===== config.mk =====
export PLATFORM = sky130hd
export DESIGN_NAME = kbd_event_ctrl
export DESIGN_NICKNAME = d
export VERILOG_FILES = /design/src/rtl/kbd_pkg.sv /design/src/rtl/kbd_mod_tracker.sv /design/src/rtl/kbd_event_ctrl.sv
export SDC_FILE = /design/constraint.sdc
export NUM_CORES = 1
export LEC_CHECK = 0
export ABC_AREA = 1
export BUFFER_PORTS_ARGS = -buffer_cell sky130_fd_sc_hd__buf_2
export CORE_AREA = 2 2 81 83
export CTS_CLUSTER_SIZE = 20
export DETAILED_ROUTE_END_ITERATION = 6
export DIE_AREA = 0 0 83 85
export PLACE_DENSITY = 0.6
export SLEW_MARGIN = 5
export SYNTH_ARGS = -nofsm -noshare
export SYNTH_HDL_FRONTEND = slang
export SYNTH_SLANG_ARGS = --single-unit

===== constraint.sdc =====
create_clock -name clk -period 3.22 [get_ports clk]
set_input_delay 0.483 -clock clk [delete_from_list [all_inputs] [get_ports clk]]
set_output_delay 0.483 -clock clk [all_outputs]
set_load 0.005 [all_outputs]

===== src/rtl/kbd_pkg.sv =====
// Shared scancode constants, parser state and event bundle
// for the keyboard event sequencer.
package kbd_pkg;

    localparam logic [7:0] SC_E0     = 8'hE0;
    localparam logic [7:0] SC_F0     = 8'hF0;
    localparam logic [7:0] SC_E1     = 8'hE1;
    localparam logic [7:0] SC_LSHIFT = 8'h12;
    localparam logic [7:0] SC_RSHIFT = 8'h59;
    localparam logic [7:0] SC_CTRL   = 8'h14;
    localparam logic [7:0] SC_CAPS   = 8'h58;
    localparam logic [7:0] SC_BAT    = 8'hAA;
    localparam logic [7:0] SC_ACK    = 8'hFA;
    localparam logic [7:0] SC_ECHO   = 8'hEE;
    localparam logic [7:0] SC_OVR0   = 8'h00;
    localparam logic [7:0] SC_OVRF   = 8'hFF;

    typedef enum logic [2:0] {
        ST_IDLE,
        ST_GOT_E0,
        ST_GOT_F0,
        ST_GOT_E0F0,
        ST_GAP,
        ST_EMIT
    } parse_state_e;

    typedef struct packed {
        logic [7:0] code;
        logic       ext;
        logic       brk;
        logic       rpt;
    } kbd_evt_t;

    // States in which a byte may be taken from the FIFO.
    function automatic logic is_pop_state(input parse_state_e s);
        return (s == ST_IDLE) || (s == ST_GOT_E0) ||
               (s == ST_GOT_F0) || (s == ST_GOT_E0F0);
    endfunction

endpackage


===== src/rtl/kbd_mod_tracker.sv =====
// Held key, shift/ctrl/caps state and press counter,
// updated once per accepted event.
module kbd_mod_tracker
    import kbd_pkg::*;
#(
    parameter int CNT_W = 8
) (
    input  logic             clk,
    input  logic             clrn,
    input  kbd_evt_t         i_evt,
    input  logic             i_upd,
    output logic             o_held_vld,
    output logic             o_held_ext,
    output logic [7:0]       o_held_code,
    output logic             o_shift,
    output logic             o_ctrl,
    output logic             o_caps,
    output logic [CNT_W-1:0] o_count
);

    localparam logic [CNT_W-1:0] ONE = 1;

    logic             r_held_vld;
    logic             r_held_ext;
    logic [7:0]       r_held_code;
    logic             r_lsh;
    logic             r_rsh;
    logic             r_lct;
    logic             r_rct;
    logic             r_caps;
    logic [CNT_W-1:0] r_count;

    logic w_hit;
    logic w_lsh;
    logic w_rsh;
    logic w_lct;
    logic w_rct;
    logic w_caps;

    assign w_hit  = r_held_vld && (r_held_ext == i_evt.ext) &&
                    (r_held_code == i_evt.code);
    assign w_lsh  = !i_evt.ext && (i_evt.code == SC_LSHIFT);
    assign w_rsh  = !i_evt.ext && (i_evt.code == SC_RSHIFT);
    assign w_lct  = !i_evt.ext && (i_evt.code == SC_CTRL);
    assign w_rct  = i_evt.ext && (i_evt.code == SC_CTRL);
    assign w_caps = !i_evt.ext && (i_evt.code == SC_CAPS);

    // Apply make/break side effects; repeats leave everything alone.
    always_ff @(posedge clk) begin
        if (!clrn) begin
            r_held_vld  <= 1'b0;
            r_held_ext  <= 1'b0;
            r_held_code <= 8'h00;
            r_lsh       <= 1'b0;
            r_rsh       <= 1'b0;
            r_lct       <= 1'b0;
            r_rct       <= 1'b0;
            r_caps      <= 1'b0;
            r_count     <= '0;
        end else if (i_upd) begin
            if (!i_evt.brk) begin
                if (!i_evt.rpt) begin
                    r_held_vld  <= 1'b1;
                    r_held_ext  <= i_evt.ext;
                    r_held_code <= i_evt.code;
                    r_count     <= r_count + ONE;
                    if (w_caps) r_caps <= !r_caps;
                    if (w_lsh)  r_lsh  <= 1'b1;
                    if (w_rsh)  r_rsh  <= 1'b1;
                    if (w_lct)  r_lct  <= 1'b1;
                    if (w_rct)  r_rct  <= 1'b1;
                end
            end else begin
                if (w_hit) r_held_vld <= 1'b0;
                if (w_lsh) r_lsh <= 1'b0;
                if (w_rsh) r_rsh <= 1'b0;
                if (w_lct) r_lct <= 1'b0;
                if (w_rct) r_rct <= 1'b0;
            end
        end
    end

    assign o_held_vld  = r_held_vld;
    assign o_held_ext  = r_held_ext;
    assign o_held_code = r_held_code;
    assign o_shift     = r_lsh | r_rsh;
    assign o_ctrl      = r_lct | r_rct;
    assign o_caps      = r_caps;
    assign o_count     = r_count;

endmodule


===== src/rtl/kbd_event_ctrl.sv =====
// Pops PS/2 bytes, folds E0/F0 prefixes into make/break
// events and hands them out over valid/ready.
module kbd_event_ctrl
    import kbd_pkg::*;
#(
    parameter bit EMIT_REPEAT = 1'b0,
    parameter int CNT_W       = 8
) (
    input  logic             clk,
    input  logic             clrn,
    input  logic [7:0]       fifo_data,
    input  logic             fifo_ready,
    output logic             fifo_pop_n,
    output logic             evt_valid,
    input  logic             evt_ready,
    output logic [7:0]       evt_code,
    output logic             evt_ext,
    output logic             evt_break,
    output logic             evt_repeat,
    output logic             mod_shift,
    output logic             mod_ctrl,
    output logic             caps_lock,
    output logic [CNT_W-1:0] key_count,
    output logic             err
);

    parse_state_e r_state;
    parse_state_e r_prev;
    logic [7:0]   r_byte;
    kbd_evt_t     r_evt;
    logic         r_err;

    parse_state_e w_nxt;
    logic         w_pop;
    logic         w_err;
    logic         w_upd;
    logic         w_ext;
    logic         w_brk;
    logic         w_rpt;
    kbd_evt_t     w_cand;
    logic         w_held_vld;
    logic         w_held_ext;
    logic [7:0]   w_held_code;

    // Pop is gated by reset so the FIFO is never drained while held.
    assign w_pop = clrn && fifo_ready && is_pop_state(r_state);

    assign w_ext = (r_prev == ST_GOT_E0) || (r_prev == ST_GOT_E0F0);
    assign w_brk = (r_prev == ST_GOT_F0) || (r_prev == ST_GOT_E0F0);
    assign w_rpt = !w_brk && w_held_vld &&
                   (w_held_ext == w_ext) && (w_held_code == r_byte);

    assign w_cand = '{code: r_byte, ext: w_ext, brk: w_brk, rpt: w_rpt};

    // Next state; byte decoding happens in GAP against the pre-pop state.
    always_comb begin
        w_nxt = r_state;
        w_err = 1'b0;
        w_upd = 1'b0;
        case (r_state)
            ST_IDLE, ST_GOT_E0, ST_GOT_F0, ST_GOT_E0F0: begin
                if (w_pop) w_nxt = ST_GAP;
            end
            ST_GAP: begin
                unique case (1'b1)
                    r_byte == SC_E0: begin
                        if (r_prev == ST_IDLE) begin
                            w_nxt = ST_GOT_E0;
                        end else begin
                            w_nxt = ST_IDLE;
                            w_err = 1'b1;
                        end
                    end
                    r_byte == SC_F0: begin
                        if (r_prev == ST_IDLE) begin
                            w_nxt = ST_GOT_F0;
                        end else if (r_prev == ST_GOT_E0) begin
                            w_nxt = ST_GOT_E0F0;
                        end else begin
                            w_nxt = ST_IDLE;
                            w_err = 1'b1;
                        end
                    end
                    (r_byte == SC_BAT) || (r_byte == SC_ACK) ||
                    (r_byte == SC_ECHO): begin
                        w_nxt = r_prev;
                    end
                    (r_byte == SC_OVR0) || (r_byte == SC_OVRF) ||
                    (r_byte == SC_E1): begin
                        w_nxt = ST_IDLE;
                        w_err = 1'b1;
                    end
                    default: begin
                        if (w_rpt && !EMIT_REPEAT) begin
                            w_nxt = ST_IDLE;
                        end else begin
                            w_nxt = ST_EMIT;
                            w_upd = 1'b1;
                        end
                    end
                endcase
            end
            ST_EMIT: begin
                if (evt_ready) w_nxt = ST_IDLE;
            end
            default: w_nxt = ST_IDLE;
        endcase
    end

    // Parser registers: state, latched byte, held event, error pulse.
    always_ff @(posedge clk) begin
        if (!clrn) begin
            r_state <= ST_IDLE;
            r_prev  <= ST_IDLE;
            r_byte  <= 8'h00;
            r_evt   <= '0;
            r_err   <= 1'b0;
        end else begin
            r_state <= w_nxt;
            r_err   <= w_err;
            if (w_pop) begin
                r_byte <= fifo_data;
                r_prev <= r_state;
            end
            if (w_upd) r_evt <= w_cand;
        end
    end

    kbd_mod_tracker #(
        .CNT_W (CNT_W)
    ) u_trk (
        .clk         (clk),
        .clrn        (clrn),
        .i_evt       (w_cand),
        .i_upd       (w_upd),
        .o_held_vld  (w_held_vld),
        .o_held_ext  (w_held_ext),
        .o_held_code (w_held_code),
        .o_shift     (mod_shift),
        .o_ctrl      (mod_ctrl),
        .o_caps      (caps_lock),
        .o_count     (key_count)
    );

    assign fifo_pop_n = !w_pop;
    assign evt_valid  = (r_state == ST_EMIT);
    assign evt_code   = r_evt.code;
    assign evt_ext    = r_evt.ext;
    assign evt_break  = r_evt.brk;
    assign evt_repeat = r_evt.rpt;
    assign err        = r_err;

endmodule

Word-level counts from Yosys, hierarchy flattened
Cells that the tools add are included.
Word-level totals
  input bits: 12
  output and inout bits: 25
  logic and storage cells: 120
  flip-flop bits (word level): 49
Operators by class
  reduce and logical (&&, ||, !) cells: 39
  add/subtract/negate cells: 1
  bitwise gates (word level): 4
  multiplexer cells: 34
  equality and inequality tests: 25
Operator list (count)
  == test 8 bit, second input constant: 7
  two-way mux 1 bit: 26
  AND reduction 3 bit: 6
  == test 8 x 5 -> 1 bit, second input constant: 2
  == test 8 x 7 -> 1 bit, second input constant: 2
  == test 3 x 2 -> 1 bit, second input constant: 4
  logical AND 1 bit: 12
  case mux 3 bit (4 select lines): 1
  logical OR 1 bit: 9
  two-way mux 3 bit: 3
  case mux 3 bit (3 select lines): 1
  adder 8 x 1 -> 8 bit, second input constant: 1
  == test 8 bit: 1
  zero test 8 bit: 1
  OR reduction 4 bit: 2
  == test 3 x 1 -> 1 bit, second input constant: 2
  == test 3 bit, second input constant: 2
  zero test 3 bit: 2
  zero test 1 bit: 4
  two-way mux 2 bit: 2
  != test 2 x 1 -> 1 bit, second input constant: 2
  != test 2 bit, second input constant: 2
  AND reduction 2 bit: 2
  AND reduction 4 bit: 1
  other kinds (4): 6

Logic depth before layout (Yosys ltp)
  depth in word-level cells: 10
  mapped depth: 13
  gate-level depth less buffers: 13

By module
A second synthesis with hierarchy kept.
Unflattened totals
  cell total of the unflattened synthesis: 370
  area total of the unflattened synthesis: 2477.4 um2
Modules (own cells, without submodules)
  kbd_event_ctrl: area an instance 1340.0 um2, times used 1, cells each 215, seq. area each 520.5 um2
  kbd_mod_tracker: area an instance 1137.3 um2, times used 1, cells each 155, seq. area each 460.4 um2

Least setup slack after synthesis
OpenSTA, ideal clock, no wires.
  kind: register to register
  from: register r_byte[0]
  to: register u_trk.r_rct
  arrival: 1509 ps
  required time: 3104 ps
  cell stages (with the launch flop): 13
  path buffers: 1
  slack: 1595 ps
  library setup time: 116 ps
  period minus slack after synthesis: 1625 ps
  path through: dfxtp_1 -> buf_2 -> inv_1 -> nand2_1 -> nor2_1 -> nand2_1 -> nand3_1 -> nor2_1 -> nand2_1 -> nor2_4 -> nand3_1 -> o21ai_0 -> nor2_1
On the way
  cells in the longest elaborated chain, start to end: 7
  elaborated cells on any way between the ends: 22
  those cells by class: eq/ne: 10; mux: 3; reduce/logical: 9
Ends and longest elaborated chain
  start, declared: RTL line kbd_event_ctrl.sv:29  | logic [7:0] r_byte;
  start signal, assigned: RTL line kbd_event_ctrl.sv:122  | r_byte <= fifo_data;
  == test 8 bit (tied with other cells): RTL line kbd_event_ctrl.sv:84  | (r_byte == SC_BAT) || (r_byte == SC_ACK) ||
  logical OR 1 bit (on tied branches) (2 in a row): RTL line kbd_event_ctrl.sv:84, kbd_event_ctrl.sv:88
  OR reduction 4 bit (no source line)
  two-way mux 1 bit: RTL line kbd_event_ctrl.sv:65  | unique case (1'b1)
  two-way mux 1 bit: RTL line kbd_event_ctrl.sv:60  | case (r_state)
  AND reduction 3 bit (no source line) (*)
  end signal, assigned: RTL line kbd_mod_tracker.sv:57  | r_rct <= 1'b0;
  end signal, assigned: RTL line kbd_mod_tracker.sv:71  | if (w_rct) r_rct <= 1'b1;
  end signal, assigned: RTL line kbd_mod_tracker.sv:78  | if (w_rct) r_rct <= 1'b0;
  end, declared: RTL line kbd_mod_tracker.sv:29  | logic r_rct;
Every way passes the cells marked *; elsewhere a longest branch is shown, timed or not.
A chain may end at the register's enable or synchronous reset.

Worst setup path in the final report
  from: register r_byte[5]
  to: register u_trk.r_rct
Same word-level chain as after synthesis.

==> results.toml <==
[run_status]
outcome = "complete, no violations"

[setup_path]
end_kind = "flop"
crit_required_ns = 3.43
worst_ep_arrival_time_ns = 2.24
r2r_setup_slack_ns = 1.19
crit_type = "flop to flop"
cp_max_fo = 10
start_kind = "flop"

[yosys]
synth_cells = 344
synth_warnings = 0
ys.flop_type = "dfxtp_1"
synth_top_area_share = 0.411
synth_edf_count = 0
seq_area_frac_synth = 0.411
syn-cell-area_um2 = 2390
synth_cell_types = 32
syn-num-nets = 357
synth_area_leaders = "dfxtp_1, nand2_1, a21oi_1"
ys_ff_latch = 49
synth_top_area_cell = "dfxtp_1"
yosysMostFrequentCell = "nand2_1"
async_flop_share = 0
syn_area_per_cell_um2 = 6.94
synth_common_cells = "nand2_1, dfxtp_1, a21oi_1"

[clocking]
root_buffer = "clkbuf_8"
post_cts_buffers = 0
cts_made_buffers = 5
htree_levels = 2
holdBufCountCts = 0
clk_pin_slew_worst_paths_ns = 0.10
numClockSinks = 49
worstSkewPairLatency_ns = 0.31
cts_resized = 0
cts_tree = "yes"
clock_path_buffers = 2

[floorplanning]
io_pins = 37
die-area_um2 = 7060
die_w_um = 83
start_util = 0.385
die_h_um = 85
rows = 29
core_region_area_um2 = 6200

[sta]
rsz0062_at_grt = "false"
hold_ws_ns = 0.367
slew_viol_final = 0
skew_ns = 0.00763
tightest_slew_ns = 0.586
slew_headroom = 0.607
final-setup-viol-count = 0
min_period_over_period = 0.632
final_hold_viol_count = 0
fin_setup_tns_ns = 0
fin_crit_ns = 2.03
fmax_mhz = 492

[final_layout]
fillers = 665
final_nets = 392
drive_gt1_frac = 0.166
diodes = 0
area_growth_pct = 14.2

[routing]
dr.pass1.iters = 4
drtAntennaViolNets = 0
finalWirelength_um = 5600
drt_iter0_drc = 72
vias = 2253
wire_per_inst_um = 12.2
drc_errors = 0
viasPerCell = 4.93

[hold_path]
min_path_type = "input port to flop"

[pwr]
p_leak_nw = 1.14
pwr_density_cell_nw_per_um2 = 442
ir_drop_v = 0.000185

[grt]
track_usage = 0.164
grt_first_pass_wirelength_um = 9520
grt-ovfl-total = 0
grt_max_degree = 23
grt_pass1_vias = 2022
antenna_found_initial = 0

[placement]
place.gp.congestion = 0.885
hpwl_um = 4190
io_buffers = 36

[job]
max_cap_viol_count = 0
==> stage by stage <==
stage | std cells | util | setup WS, ns | power (mW) | cell area, um2
2_1_floorplan | 344 | - | 1.59 | 0.795 | 2390
3_3_place_gp | 449 | 0.425 | 1.15 | 0.848 | 2640
3_5_place_dp | 449 | 0.425 | 1.14 | 0.850 | 2640
4_1_cts | 457 | 0.440 | 1.17 | 1.22 | 2730
5_1_grt | 457 | 0.440 | 0.959 | 1.28 | 2730
6_report | 457 | 0.440 | 1.19 | 1.21 | 2730
==> metal layers <==
| metal | vias to the layer above | wire length, um | GRT usage |
|---|---|---|---|
| met5 | - | 0 | 0 |
| met4 | 0 | 70 | 0.0447 |
| met3 | 7 | 248 | 0.0360 |
| met2 | 46 | 2480 | 0.259 |
| met1 | 1007 | 2800 | 0.227 |
| li1 | 1193 | - | - |
==> critical path: stages, from the launching register on <==
cell and delay [ns]:
dfxtp_1 0.47, inv_1 0.17, nand2_1 0.10, nor2_1 0.04
nand2_1 0.09, nand3_1 0.10, nor2_1 0.14, nand2_1 0.12
nor2_4 0.29, nand3_1 0.16, o21ai_0 0.19, nor2_1 0.05
==> final timing paths <==
kind | start | to | cells past startpoint
setup / recovery | r_byte[5] | u_trk.r_rct | 11
hold / removal | fifo_data[1] | r_byte[1] | 3
setup reg to reg | r_byte[5] | u_trk.r_rct | 11
hold reg to reg | evt_repeat | evt_repeat | 2
==> cell usage in the layout (no fill, tap or decap), types with 2 or more instances in the layout <==
master,count
a21oi_1,31
and2_1,2
buf_2,36
buf_4,4
clkbuf_8,5
clkinv_4,2
dfxtp_1,49
inv_1,30
inv_2,3
nand2_1,95
nand3_1,27
nand3_2,2
nand4_1,11
nor2_1,30
nor2_4,3
nor3_1,4
nor4_1,2
o21ai_0,23
or2_2,2
xnor2_1,6
==> kinds of logic (layout without fill, tap and decap cells) <==
group           count (synthesis)  after routing  synth area share
fa+ha+maj                       1              1           0.00524
compound gates                 56             56             0.119
buf+inv                        46             82            0.0775
simple gates                  185            185             0.362
flops                          49             49             0.411
xor+xnor                        7              7            0.0257
==> where the power goes <==
group | switching [mW] | leakage [nW] | internal (mW)
Combinational | 0.125 | 0.695 | 0.0586
Clock | 0.219 | 0.0481 | 0.154
Sequential | 0.0233 | 0.397 | 0.627
==> flip-flops by register name, summed over array words and instances, names as in the netlist <==
signal	cells
evt_code	8
r_byte	8
u_trk.o_count	8
u_trk.o_held_code	8
r_prev	3
r_state	3
err	1
evt_break	1
evt_ext	1
evt_repeat	1
u_trk.o_caps	1
u_trk.o_held_ext	1
u_trk.o_held_vld	1
u_trk.r_lct	1
u_trk.r_lsh	1
u_trk.r_rct	1
u_trk.r_rsh	1
==> cell type report <==
type / instances / area, um2 / share of cell area
multi-input cells: 249 / 1220 / 0.448
flip-flops and latches: 49 / 981 / 0.359
repair buffers: 40 / 210 / 0.0770
inverters: 34 / 128 / 0.0468
well taps: 77 / 96.3 / 0.0353
clock buffers: 5 / 68.8 / 0.0252
clock inverters: 3 / 22.5 / 0.00825
(Power assumes the default switching activity.)
